`config.mk`:
```
export PLATFORM = sky130hd
export DESIGN_NAME = iic_dsdemod
export DESIGN_NICKNAME = d
export VERILOG_FILES = /design/src/rtl/iic_dsdemod.sv
export SDC_FILE = /design/constraint.sdc
export NUM_CORES = 1
export LEC_CHECK = 0
export ABC_AREA = 1
export CORE_UTILIZATION = 49
export CTS_CLUSTER_DIAMETER = 50
export DETAILED_ROUTE_END_ITERATION = 8
export PLACE_DENSITY = 0.67
export SLEW_MARGIN = 0
export SYNTH_ARGS = -nofsm -noshare
export SYNTH_HDL_FRONTEND = slang
export SYNTH_SLANG_ARGS = --single-unit
export TNS_END_PERCENT = 100
```
`constraint.sdc`:
```
create_clock -name clk_i -period 5.5 [get_ports clk_i]
set_input_delay 1.1 -clock clk_i [delete_from_list [all_inputs] [get_ports clk_i]]
set_output_delay 1.1 -clock clk_i [all_outputs]
set_load 0.01 [all_outputs]
```
`src/rtl/iic_dsdemod.sv`:
```
// Single-bit delta-sigma demodulator: sinc3 CIC decimator (OSR 32..256) producing
// UINT samples with a one-cycle FIFO write strobe.
module iic_dsdemod #(
  parameter int BW = 16
) (
  input  logic          clk_i,
  input  logic          rst_n_i,
  input  logic          en_i,
  input  logic          ds_i,
  input  logic [1:0]    osr_i,
  output logic [BW-1:0] data_o,
  output logic          data_wr_o
);

  localparam int W = 25;

  logic         ds_q;
  logic [W-1:0] i1, i2, i3;
  logic [W-1:0] d1, d2, d3;
  logic [W-1:0] c1, c2, c3;
  logic [7:0]   dec_ctr;
  logic [1:0]   osr_q;
  logic [1:0]   wu_ctr;
  logic         tick;

  // Scale c3 (full scale 2^(3k)) to BW bits; exact full scale saturates to all ones.
  function automatic logic [BW-1:0] normalise(input logic [W-1:0] c, input logic [1:0] code);
    logic [W+BW-1:0] wide;
    int              sh;
    sh   = 3 * (5 + int'(code));
    wide = {c, {BW{1'b0}}} >> sh;
    if (c >= (W'(1) << sh)) normalise = '1;
    else                    normalise = wide[BW-1:0];
  endfunction

  // Input register: free-running, carries no control state
  always_ff @(posedge clk_i) begin
    ds_q <= ds_i;
  end

  // Comb stage, evaluated combinationally and committed on a tick
  always_comb begin
    tick = (dec_ctr == 8'd0);
    c1   = i3 - d1;
    c2   = c1 - d2;
    c3   = c2 - d3;
  end

  // Integrators, decimation, combs and output register
  always_ff @(posedge clk_i or negedge rst_n_i) begin
    if (!rst_n_i) begin
      i1        <= '0;
      i2        <= '0;
      i3        <= '0;
      d1        <= '0;
      d2        <= '0;
      d3        <= '0;
      dec_ctr   <= '0;
      osr_q     <= '0;
      wu_ctr    <= '0;
      data_o    <= '0;
      data_wr_o <= 1'b0;
    end else if (!en_i) begin
      i1        <= '0;
      i2        <= '0;
      i3        <= '0;
      d1        <= '0;
      d2        <= '0;
      d3        <= '0;
      dec_ctr   <= '0;
      osr_q     <= '0;
      wu_ctr    <= '0;
      data_o    <= '0;
      data_wr_o <= 1'b0;
    end else begin
      i1        <= i1 + {{(W-1){1'b0}}, ds_q};
      i2        <= i2 + i1;
      i3        <= i3 + i2;
      data_wr_o <= 1'b0;
      if (tick) begin
        dec_ctr <= 8'((9'd32 << osr_i) - 9'd1);
        osr_q   <= osr_i;
        d1      <= i3;
        d2      <= c1;
        d3      <= c2;
        data_o  <= normalise(c3, osr_q);
        // A new ratio invalidates the comb history, so warm-up starts over
        if (osr_i != osr_q)       wu_ctr    <= 2'd0;
        else if (wu_ctr == 2'd3)  data_wr_o <= 1'b1;
        else                      wu_ctr    <= wu_ctr + 2'd1;
      end else begin
        dec_ctr <= dec_ctr - 8'd1;
      end
    end
  end

endmodule

```
==> reports/results.ini, run 1 <==
[grt]
grt_pass1_wl_mm=67.8
antenna_found_initial=0
grt_max_degree=104
grt_pass1_vias=14400
overflow=0
grt_usage_pct=27.3

[placed_design]
dp_cells=2637
place_congestion=0.917
place_hpwl_mm=30.2
portBuffers=22

[sta]
tightestPinTransition_ns=1.05
timing.fmax_mhz=167
clock_skew_ns=0.0107
setup_tns_ns=-6.97
grt_setup_unrepaired=true
final_hold_viol_count=0
setup_viol=16
layout_min_cycle_time_ns=5.97
whs_ns=0.423
finalMaxSlewViolations=0
maxSlewHeadroom_pct=29.7
fin_crit_sh_pct=109
fin_ws_ns=-0.473

[setup_path]
cp.arrival_ns=6.31
critPathMaxStageDelay_ns=0.41
cp_data_required_time_ns=5.84
worstPathMaxFanout=5
end_kind=flop
start_kind=flop
crit_type=flop to flop
cp_slowest_cell=dfrtp_1

[cts]
cts_tree=built
numCtsBuffers=17
clk_path_buf_depth=2
clock_tree.htree_level_count=4
path_clk_slew_ns=0.08
clk-insertion-delay-late_ns=0.45
clockRootBuffer=clkbuf_16
clock_sinks=180

[die]
dieHeight_um=174
start_util_pct=50.1
core_mm2=0.0289
io_pins=23
die_w_um=174
rows=62
dieArea_mm2=0.0302

[route]
post_drt_wl_per_cell_um=14.8
vias_per_cell=5.30
first_pass_iters=5
route.detailed.drc=0
drt-initial-drc-count=765
final_antenna_net_count=0
drt-total-wl_mm=40.1
vias=14300

[yosys]
ys_seq_area_share_pct=31.1
yosys.area.top_type=dfrtp_1
avgSynthCellArea_um2=7.05
ys.flop_type=dfrtp_1
ys_ff_latch=180
synthArstFlopShare_pct=99.4
syn_area_mm2=0.0145
synthTopCellsByArea=dfrtp_1, nand2_1, ha_1
yosysWarnings=0
yosys.area.top_type_share_pct=31.0
synth_edf_count=0
yosys.cell_types.count=61
synth_cells=2050

[final_layout]
layout_commonest_cell=nand2_1
antenna_cells=0
final_cell_mix=nand2_1, buf_4, inv_1
multi_input_area_mm2=0.00953
layout-drive-gt1-share_pct=20.2
final-seq-area_mm2=0.00450
area_growth_syn_to_layout_pct=26.7
instances_no_fill=2706
nets=2457
fillers=2588

[status]
status=finished, violations left
violations=negative setup slack

[min_path]
hold_class=flop to flop

[run]
maxCapViolCount=0

==> per-layer routing <==
metal | global-route usage [%] | vias to the layer above | part of all wire, %
met2 | 48.4 | 245 | 49
met3 | 2.61 | 70 | 2.8
met4 | 9.83 | 0 | 2.7
met5 | 0 | - | 0
met1 | 34.5 | 6718 | 45
li1 | - | 7301 | -
==> cells in the mapped netlist, types with 2 or more instances <==
cell type and number:
nand2_1 512, nor4_2 4, dfrtp_1 179, a21oi_2 5
xnor2_1 30, nor2_1 139, o21ai_2 3, nor4_1 4
nand4_1 15, o21bai_1 14, clkbuf_1 39, nor2_2 10
a21o_1 7, or2_2 5, mux2i_1 2, buf_2 3
inv_2 3, a21boi_0 2, fa_1 5, inv_1 260
o21ai_1 24, o211ai_1 7, xor2_2 2, o21ai_0 163
xor2_1 42, nand3_1 140, o22ai_1 18, a21oi_1 169
a31oi_1 10, ha_1 137, o221ai_1 4, o31ai_1 2
o21a_1 11, a21boi_1 2, or2_1 2, nand2_2 7
nor3_1 31, buf_1 7, and3_1 2, and2_1 5
nand3_2 4
==> area by class of cell <==
| type | instances | share of cell area, % |
|---|---|---|
| timing repair inverter | 1 | 0.0342 |
| clock buffer | 17 | 2.32 |
| multi-input combinational | 1560 | 52.0 |
| timing repair buffer | 284 | 12.0 |
| tap | 384 | 2.62 |
| clock inverter | 15 | 1.02 |
| sequential | 180 | 24.6 |
| inverter | 265 | 5.48 |
==> critical path, delay by kind of cell (launching register included) <==
family	cells	cell delay (ns)
and+or+nand+nor	31	3.07
adders and majority gates	4	1.14
AOI/OAI and AO/OA	7	0.99
DFF	1	0.41
buffers and inverters	2	0.17
xor gates and xnor gates	1	0.09
==> state kept, by name, indices dropped and copies added (netlist names) <==
register / flops
dec_ctr: 8
data_wr_o: 1
osr_q: 2
wu_ctr: 2
data_o: 16
ds_q: 1
d1: 25
d2: 25
i3: 25
i2: 25
i1: 25
d3: 25
==> repair_timing <==
item                                    in CTS  in global routing
resized for setup                           80                 52
pin swaps                                   42                 35
endpoints found under the setup margin      16                 16
hold buffers                                 0                  0
cloned                                       2                  0
setup buffers                               22                 13
==> kinds of logic (layout without fill, tap and decap cells) <==
family | count (synthesis) | after routing | synth area share (%)
and+or+nand+nor | 888 | 889 | 26.2
AOI/OAI and AO/OA | 448 | 448 | 17.1
buffers and inverters | 314 | 582 | 8.19
DFF | 180 | 180 | 31.1
adders and majority gates | 142 | 142 | 12.5
xor gates and xnor gates | 75 | 75 | 4.70
muxes | 2 | 2 | 0.138
other | 1 | 4 | 0.0259
==> metrics by stage <==
step / util, % / area, µm² / setup WS, ns
CTS: 62.4 / 18000 / -0.361
global route: 63.5 / 18300 / -0.943
global placement: 58.3 / 16800 / -0.581
floorplan: - / 14600 / 0.00389
detailed placement: 58.3 / 16800 / -0.689
finish: 63.5 / 18300 / -0.473
==> final timing paths <==
check                                startpoint               endpoint  slack, ns  cells past startpoint
setup / recovery                i3[2]$_DFF_PN0_  data_o[7]$_DFFE_PN0P_      -0.47                     45
hold / removal             dec_ctr[0]$_DFF_PN0_   dec_ctr[0]$_DFF_PN0_       0.42                      1
setup reg to reg                i3[2]$_DFF_PN0_  data_o[7]$_DFFE_PN0P_      -0.47                     45
hold reg to reg            dec_ctr[0]$_DFF_PN0_   dec_ctr[0]$_DFF_PN0_       0.42                      1
max in group asynchronous               rst_n_i       i3[17]$_DFF_PN0_       3.68                      2
min in group asynchronous               rst_n_i      d3[5]$_DFFE_PN0P_       0.72                      1
Power of run 1 is left out: the tool's default activity adds up to more than one toggle a clock period on the data nets, which glitch-free logic cannot reach.
==> run 2, diff against run 1 <==
--- a/config.mk
+++ b/config.mk
@@ -6,6 +6,7 @@
 export NUM_CORES = 1
 export LEC_CHECK = 0
 export ABC_AREA = 1
+export CORE_MARGIN = 2
 export CORE_UTILIZATION = 49
 export CTS_CLUSTER_DIAMETER = 50
 export DETAILED_ROUTE_END_ITERATION = 8
==> run 2 against run 1 <==
  * The flow still finishes with violations (negative setup slack)
  * Setup slack improved by 0.011 ns
  * Via count is 0.67% higher
  * Flip-flop and latch count unchanged
  * Global-route usage is 1.2 points lower
  * Non-clock buffer count up 1
  * First-iteration DRC count is 29% higher
  * Utilization up 0.74 points
  * Cell count about the same
  * Clock skew shrank 0.0012 ns
  * Clock-buffer cell count up 1
  * Wire length decreased by 0.22%
  * Register-to-register slack about the same
  * Critical endpoint is now data_o[4]$_DFFE_PN0P_
  * Largest cell class unchanged
==> reports/results.ini, run 2 (same netlist as run 1, synthesis figures left out) <==
[status]
status=finished, violations left
violations=negative setup slack

[sta]
fin_ws_ns=-0.462
clock_skew_ns=0.00941
setup_viol=16
finalMaxSlewViolations=0
grt_setup_unrepaired=true
maxSlewHeadroom_pct=18.1
tightestPinTransition_ns=1.23
timing.fmax_mhz=168
layout_min_cycle_time_ns=5.96
fin_crit_sh_pct=108
final_hold_viol_count=0

[setup_path]
critPathMaxStageDelay_ns=0.41
worstPathMaxFanout=4
cp_slowest_cell=dfrtp_1
cp.arrival_ns=6.30
crit_type=flop to flop
crit_family=simple AND/OR/NAND/NOR gates
cp_num_buf_inv=5
end_kind=flop
critPathMostFrequentCell=nand2_1
cp_data_required_time_ns=5.83
start_kind=flop

[final_layout]
antenna_cells=0
layout_commonest_cell=nand2_1
instances_no_fill=2707
nets=2458
layout-drive-gt1-share_pct=21.1
area_growth_syn_to_layout_pct=28.2
final_cell_mix=nand2_1, buf_4, inv_1

[route]
drt-total-wl_mm=40.0
vias=14400
final_antenna_net_count=0
post_drt_wl_per_cell_um=14.8
route.detailed.drc=0
vias_per_cell=5.33
first_pass_iters=5
drt-initial-drc-count=984

[grt]
grt_pass1_vias=14200
antenna_found_initial=0
overflow=0
grt_max_degree=117
grt_usage_pct=26.1
grt_pass1_wl_mm=66.3

[cts]
clock_tree.htree_level_count=4
clk-insertion-delay-late_ns=0.44
clock_sinks=180
ctsHoldBuffers=0
numCtsBuffers=17
clk_path_buf_depth=2
clockRootBuffer=clkbuf_16
cts_tree=built
path_clk_slew_ns=0.08

[die]
dieHeight_um=176
io_pins=23
rows=62
die_w_um=176
core_mm2=0.0289
start_util_pct=50.1
dieArea_mm2=0.0309

[placed_design]
dp_cells=2621
portBuffers=22
place_congestion=0.907
place_hpwl_mm=29.0

[min_path]
hold_class=flop to flop

[run]
maxCapViolCount=0

-- run 2: cell types whose count changed in the layout (fill, tap and decap cells not counted), sizes merged --
cell,delta
clkinvlp,-4
clkinv,+3
buf,+1
clkbuf,+1
-- run 2: what timing repair did --
action	CTS	global route
setup endpoints to repair	16	16
gates resized for setup	89	79
gates cloned	2	0
pin swaps	66	69
setup buffers	37	15
-- run 2: stage by stage --
step | hold slack (ns) | setup WS, ns | setup TNS (ns) | instance area (µm²) | util [%]
global placement | 0.416 | -0.476 | -7.20 | 16700 | 57.8
detailed placement | 0.419 | -0.546 | -8.18 | 16700 | 57.8
floorplan | 0.403 | 0.00389 | 0 | 14600 | -
global route | 0.460 | -0.874 | -13.34 | 18500 | 64.2
finish | 0.428 | -0.462 | -6.80 | 18500 | 64.2
CTS | 0.430 | -0.319 | -4.78 | 18100 | 62.6
-- run 2: area by class of cell --
| cell class | count | area (µm²) |
|---|---|---|
| sequential | 180 | 4500 |
| timing repair buffer | 285 | 2220 |
| tap | 384 | 480 |
| clock inverter | 14 | 184 |
| inverter | 265 | 1010 |
| fill | 2465 | 10300 |
| timing repair inverter | 1 | 3.75 |
| clock buffer | 18 | 439 |
| multi-input combinational | 1560 | 9700 |
-- run 2: final timing paths --
check	slack, ns	cells after the start	to	from
setup / recovery	-0.46	43	data_o[4]$_DFFE_PN0P_	d1[0]$_DFFE_PN0P_
hold / removal	0.43	1	dec_ctr[0]$_DFF_PN0_	dec_ctr[0]$_DFF_PN0_
setup reg to reg	-0.46	43	data_o[4]$_DFFE_PN0P_	d1[0]$_DFFE_PN0P_
hold reg to reg	0.43	1	dec_ctr[0]$_DFF_PN0_	dec_ctr[0]$_DFF_PN0_
max in group asynchronous	3.61	2	data_o[8]$_DFFE_PN0P_	rst_n_i
min in group asynchronous	0.76	1	d3[3]$_DFFE_PN0P_	rst_n_i
-- run 2: routing by layer --
metal / global-route usage [%] / share of wire (%)
met5: 0 / 0
met2: 47.1 / 50
met1: 33.2 / 45
met4: 7.47 / 2.3
met3: 2.42 / 2.9
Power of run 2 is left out for the same reason.
==> run 3, diff against run 2 <==
--- a/config.mk
+++ b/config.mk
@@ -15,4 +15,4 @@
 export SYNTH_ARGS = -nofsm -noshare
 export SYNTH_HDL_FRONTEND = slang
 export SYNTH_SLANG_ARGS = --single-unit
-export TNS_END_PERCENT = 100
+export TNS_END_PERCENT = 50
==> run 3 against run 2 <==
  * The run still ends with negative setup slack left
  * Critical path depth did not move
  * Clock-buffer cell count did not move
  * Setup slack got worse by 0.0029 ns
  * Clock skew fell by 0.0012 ns
  * Via count barely moved
  * Fmax barely moved
  * Cell count did not move
  * Utilization barely moved
  * Design area barely moved
  * Sequential share of layout area barely moved
  * Critical path type unchanged
==> reports/results.ini, run 3 (same netlist as run 1, synthesis figures left out) <==
[die]
rows=62
dieArea_mm2=0.0309
die_w_um=176
core_mm2=0.0289
dieHeight_um=176
io_pins=23
start_util_pct=50.1

[setup_path]
cp.arrival_ns=6.30
crit_type=flop to flop
start_kind=flop
worstPathMaxFanout=4
cp_data_required_time_ns=5.83
reg2reg_to=data_o[4]$_DFFE_PN0P_
endpoint=data_o[4]$_DFFE_PN0P_
critPathMostFrequentCell=nand2_1
critPathLaunch=d1[0]$_DFFE_PN0P_
critPathMaxStageDelay_ns=0.41
worstRegToRegCells=43
r2r_start=d1[0]$_DFFE_PN0P_
reg2reg_setup_slack_ns=-0.46
end_kind=flop
cp_slowest_cell=dfrtp_1

[cts]
path_clk_slew_ns=0.07
clockRootBuffer=clkbuf_16
cts_tree=built
clock_tree.htree_level_count=4
clk_path_buf_depth=2
numCtsBuffers=17
clk-insertion-delay-late_ns=0.44
clock_sinks=180

[route]
final_antenna_net_count=0
post_drt_wl_per_cell_um=14.8
drt-total-wl_mm=40.1
drt-initial-drc-count=1042
vias=14400
vias_per_cell=5.33
route.detailed.drc=0
first_pass_iters=5

[final_layout]
final_cell_mix=nand2_1, buf_4, inv_1
area_growth_syn_to_layout_pct=28.1
layout-drive-gt1-share_pct=21.1
nets=2458
antenna_cells=0
final-seq-area_mm2=0.00450
layout_commonest_cell=nand2_1
fillers=2465
utilization_pct=64.2
multi_input_area_mm2=0.00969

[sta]
layout_min_cycle_time_ns=5.96
timing.fmax_mhz=168
grt_setup_unrepaired=true
fin_crit_sh_pct=108
setup_viol=16
finalMaxSlewViolations=0
tightestPinTransition_ns=1.23
fin_ws_ns=-0.465
clock_skew_ns=0.00824
maxSlewHeadroom_pct=18.0
final_hold_viol_count=0

[grt]
grt_pass1_wl_mm=66.3
grt_usage_pct=26.1
overflow=0
antenna_found_initial=0
grt_max_degree=117
grt_pass1_vias=14200

[placed_design]
place_congestion=0.907
place_hpwl_mm=29.0
portBuffers=22

[min_path]
hold_class=flop to flop

[status]
violations=negative setup slack
status=finished, violations left

[run]
maxCapViolCount=0

## run 3: timing repair
item                       CTS  global route
cloned                       2             0
setup buffers               37            15
gates resized for setup     89            77
pin swaps                   65            69
setup endpoints to repair   16            16
hold buffers                 0             0
## run 3: final cells by class
cell class	instances	share of cell area, %
Inverter	265	5.45
Multi-Input combinational cell	1560	52.3
Sequential cell	180	24.3
Clock buffer	18	2.37
Timing Repair Buffer	285	12.0
Tap cell	384	2.59
Timing Repair inverter	1	0.0203
Clock inverter	14	0.993
## run 3: metrics by stage
stage / setup WS, ns / setup TNS (ns) / std cells / area [µm²] / hold slack, ns
final: -0.465 / -6.92 / 2707 / 18500 / 0.427
after detailed placement: -0.546 / -8.18 / 2621 / 16700 / 0.419
after CTS: -0.319 / -4.79 / 2692 / 18100 / 0.430
after global routing: -0.875 / -13.35 / 2707 / 18500 / 0.460
after global placement: -0.476 / -7.20 / 2621 / 16700 / 0.416
after floorplan: 0.00389 / 0 / 2053 / 14600 / 0.403
## run 3: routing by layer
layer	wire length, µm	global-route usage (%)
met5	0	0
met4	916	7.47
met3	1270	2.40
met2	19900	47.1
met1	18000	33.2
## run 3: how the worst min path moves through the flow
stage,start,endpoint,depth (start not counted)
2_1_floorplan,dec_ctr[0]$_DFF_PN0_,dec_ctr[0]$_DFF_PN0_,1
3_3_place_gp,dec_ctr[0]$_DFF_PN0_,dec_ctr[0]$_DFF_PN0_,1
3_5_place_dp,dec_ctr[0]$_DFF_PN0_,dec_ctr[0]$_DFF_PN0_,1
4_1_cts,dec_ctr[0]$_DFF_PN0_,dec_ctr[0]$_DFF_PN0_,1
5_1_grt,dec_ctr[0]$_DFF_PN0_,dec_ctr[0]$_DFF_PN0_,1
6_report,dec_ctr[0]$_DFF_PN0_,dec_ctr[0]$_DFF_PN0_,1
## run 3: worst max-delay path, delay by kind of cell, from the launching register on
kind	cells	cell delay, ns
flops	1	0.41
xor+xnor	2	0.41
fa+ha+maj	5	1.39
simple gates	21	1.89
buf+inv	6	0.57
compound gates	9	1.19
Power of run 3 is left out for the same reason.
